===== config.mk =====
export PLATFORM = sky130hd
export DESIGN_NAME = seconds_units_counter
export DESIGN_NICKNAME = d
export VERILOG_FILES = /design/src/rtl/seconds_units_counter.sv
export SDC_FILE = /design/constraint.sdc
export NUM_CORES = 1
export LEC_CHECK = 0
export BUFFER_PORTS_ARGS = -buffer_cell sky130_fd_sc_hd__buf_2
export CORE_MARGIN = 2
export CORE_UTILIZATION = 40
export DETAILED_ROUTE_END_ITERATION = 10
export PLACE_DENSITY = 0.72
export SLEW_MARGIN = 20
export SYNTH_ARGS = -nofsm -noshare
export SYNTH_HDL_FRONTEND = slang
export SYNTH_SLANG_ARGS = --single-unit
export TNS_END_PERCENT = 100

===== constraint.sdc =====
create_clock -name clk -period 1.56 [get_ports clk]
set_input_delay 0.078 -clock clk [delete_from_list [all_inputs] [get_ports clk]]
set_output_delay 0.078 -clock clk [all_outputs]
set_load 0.05 [all_outputs]

===== src/rtl/seconds_units_counter.sv =====
// Units-of-seconds BCD digit with a DIV-cycle prescaler, up/down count and carry to the tens stage.
// Optional synchronous load is built only when SECONDS_UNITS_LOAD_EN is defined.
module seconds_units_counter #(
   parameter int unsigned DIV = 100
) (
   input  logic       clk,
   input  logic       reset,
   input  logic       enable,
   input  logic       m,
   input  logic       clr,
   input  logic       load,
   input  logic [3:0] load_val,
   output logic [3:0] o,
   output logic       tick,
   output logic       carry
);

   localparam int unsigned    PW       = (DIV > 1) ? $clog2(DIV) : 1;
   localparam logic [PW-1:0]  PRESC_TC = PW'(DIV - 1);

   logic [PW-1:0] presc_q, presc_d;
   logic [3:0]    digit_q, digit_d;
   logic [3:0]    load_clamped;
   logic          load_eff;
   logic          digit_wrap;

`ifdef SECONDS_UNITS_LOAD_EN
   assign load_eff = load;
`else
   logic unused_load;
   assign load_eff    = 1'b0;
   assign unused_load = ^{load, load_val};
`endif

   assign load_clamped = (load_val > 4'd9) ? 4'd9 : load_val;

   // reset is folded in so tick/carry stay low while the flops are held in reset
   assign tick       = reset & enable & (presc_q == PRESC_TC);
   assign digit_wrap = m ? (digit_q == 4'd0) : (digit_q == 4'd9);
   assign carry      = tick & digit_wrap & ~clr & ~load_eff;
   assign o          = digit_q;

   always_comb begin
      presc_d = presc_q;
      digit_d = digit_q;
      if (clr) begin
         presc_d = '0;
         digit_d = 4'd0;
      end else if (load_eff) begin
         presc_d = '0;
         digit_d = load_clamped;
      end else if (enable) begin
         presc_d = (presc_q == PRESC_TC) ? '0 : presc_q + PW'(1);
         if (tick) begin
            if (m)
               digit_d = (digit_q == 4'd0 || digit_q > 4'd9) ? 4'd9 : digit_q - 4'd1;
            else
               digit_d = (digit_q >= 4'd9) ? 4'd0 : digit_q + 4'd1;
         end
      end
   end

   always_ff @(posedge clk or negedge reset) begin
      if (!reset) begin
         presc_q <= '0;
         digit_q <= 4'd0;
      end else begin
         presc_q <= presc_d;
         digit_q <= digit_d;
      end
   end

endmodule

==> flow_summary.toml <==
[status]
status = "finished, violations left"
violations = "negative setup slack"

[cts]
cts_tree = "built"
htree_levels = 1
cts.sinks = 11
clkLatencyLatePin_ns = 0.27
clk_pin_slew_worst_paths_ns = 0.07
cts-root-buf = "clkbuf_4"
clockBufferDepth = 2
cts_made_buffers = 3

[layout]
num_antenna_cells = 0
mostFrequentLayoutCell = "buf_4"
layout.cells.most_common_list = "10 x buf_4, 8 x buf_2, 7 x a21oi_1, 7 x nand2_1"
area_delta_synth_final_pct = 34.92
fillCellCount = 184
multiInputGateArea_um2 = 614.3
final_cell_area_um2 = 1136
regArea_um2 = 284.0
fin_cells = 144
final_layout_size_suffix_gt1_share_pct = 41.88
nets = 132

[sta]
finClkSkew_ns = 0.007502
finalMaxSlewViolations = 0
hold_viol_final = 0
worstMarginPinSlew_ns = 0.2831
period_minus_slack_ns = 1.577
setup_ws_ns = -0.01742
max_freq_mhz = 633.9
rsz0062_at_grt = "true"
slew_headroom_pct = 81.13
fin_crit_sh_pct = 101.1
timing.hold.ws_ns = 0.1312
final-setup-viol-count = 1

[drt]
drt_iter0_drc = 18
vias = 805
via_per_inst = 5.590
firstDrtPassIters = 4
drc = 0
wirelength_um = 1973
wl_per_cell_um = 13.70
final_antenna_net_count = 0

[floorplan]
die-area_um2 = 2488
coreArea_um2 = 1982
num_rows = 16
initial_core_util_pct = 42.49
die_h_um = 49.88
pin_count = 16
die_w_um = 49.88

[yosys]
syn_nets = 110
synth_edf_count = 0
synthCells = 96
synthArstFlopShare_pct = 100.0
yosysUniqueCellTypes = 37
ys.flop_type = "dfrtp_1"
ys_ff_latch = 11
syn_area_um2 = 842.1
yosysSeqAreaShare_pct = 32.69
avgSynthCellArea_um2 = 8.771
ys_warn_count = 0

[global_routing]
met3_usage_pct = 3.636
grt_use_met1_pct = 19.28
antenna_found_initial = 0
grt_pass1_vias = 711
grt_max_degree = 14
grt.busiest_layer = "met2"
grt.total_usage_pct = 16.66
grt_pass1_wl_um = 3160
grtUsageMet2_pct = 28.67
grt-ovfl-total = 0

[place]
place_ws_ns = 0.01685
placed_cell_area_um2 = 998.5
hpwl_um = 1273
place_congestion = 0.7571
placed_cells = 132
io_buffers = 10

[job]
cap_viol_max_count = 0

[setup_path]
cp_max_fo = 5
crit_required_ns = 1.48
cpMaxStageDelayCell = "dfrtp_4"
path_class = "flop to output pin"
crit_buf_inv = 2
end_kind = "output pin"
path_cells = "inv_2 > ha_4 > a22oi_2 > nor4_4 > buf_6"
regToRegSetupSlack_ns = 0.01
arrival_ns = 1.50
cp_slowest_stage_delay_ns = 0.51
cp_top_family = "flip-flops"
start_kind = "flop"

[hold_path]
hold_path.class = "primary input to flop"

[pwr]
powerDensity_nw_per_um2 = 486.3
peakVddDrop_v = 0.0003979
p_leak_nw = 0.4523
-- through the flow --
step	setup TNS, ns	total power, mW	util, %
after global placement	0	0.3461	50.38
final	-0.01742	0.5525	57.32
after floorplan	-0.1204	0.3287	-
after detailed placement	0	0.3485	50.38
after global routing	-0.1826	0.5821	57.32
after CTS	-0.01317	0.5545	55.30
-- cell type report --
class,instances,area share (%)
sequential,11,25.00
timing repair buffer,22,13.99
tap,27,2.974
multi-input combinational,75,54.07
inverter,5,1.652
clock buffer,4,2.313
-- flip-flops by register name (all words and copies together), names as in the netlist --
register and count:
o 4, presc_q 7
-- routing by layer --
| metal | wire [um] | vias to the layer above |
|---|---|---|
| met1 | 858 | 393 |
| met3 | 49 | 4 |
| met5 | 0 | - |
| met4 | 37 | 0 |
| li1 | - | 396 |
| met2 | 1028 | 12 |
-- synth_stat cells (2+ instances only) --
cell type / instances / area share, %
ha_1: 4 / 5.9
dfrtp_1: 11 / 33
inv_1: 5 / 2.2
o21ai_0: 5 / 3.0
o221ai_1: 2 / 2.1
clkbuf_1: 2 / 0.89
a211oi_1: 4 / 3.6
nor2b_1: 5 / 3.7
a21oi_1: 7 / 4.2
nand2_1: 8 / 3.6
and3b_1: 2 / 2.1
nand3_1: 5 / 3.0
buf_2: 3 / 1.8
nand2b_1: 6 / 4.5
nand3b_1: 2 / 1.8
nor2_1: 4 / 1.8
-- kinds of logic (layout without fill, tap and decap cells) --
group | Yosys count | count (layout) | share of synthesized area (%)
XOR/XNOR | 1 | 1 | 1.040
AO/OA/AOI/OAI | 29 | 29 | 25.11
flip-flops | 11 | 11 | 32.69
buffers and inverters | 10 | 31 | 4.903
adder cells (fa/ha/maj) | 4 | 4 | 5.944
multiplexers | 1 | 1 | 1.337
AND/OR/NAND/NOR | 40 | 40 | 28.98
-- timing repair --
action / CTS / global route
buffers inserted: 6 / 1
hold buffers: 1 / 0
resized for setup: 6 / 10
cloned: 0 / 0
pin swaps: 3 / 2
endpoints found under the hold margin: 11 / 0
setup endpoints to repair: 2 / 8
-- power by group --
group | switching [mW] | internal, mW | total (mW) | leakage [nW]
Combinational | 0.0368 | 0.0260 | 0.0628 | 0.294
Clock | 0.0974 | 0.0991 | 0.196 | 0.0150
Sequential | 0.00463 | 0.289 | 0.293 | 0.144
-- final timing paths --
kind	startpoint	endpoint	cells past startpoint
worst max-delay path	o[0]	carry	5
worst min-delay path	clr	presc_q[5]	2
worst max register to register	o[0]	o[3]	7
worst min register to register	presc_q[5]	presc_q[5]	2
max in group asynchronous	reset	o[0]	3
min in group asynchronous	reset	o[3]	3
-- worst register-to-register path, stage by stage (launching register included) --
cell	delay [ns]
dfrtp_4	0.45
inv_2	0.05
ha_4	0.17
buf_6	0.11
o211a_1	0.21
a211oi_2	0.22
o2bb2ai_1	0.09
o211ai_1	0.16
(Power assumes the default switching activity.)
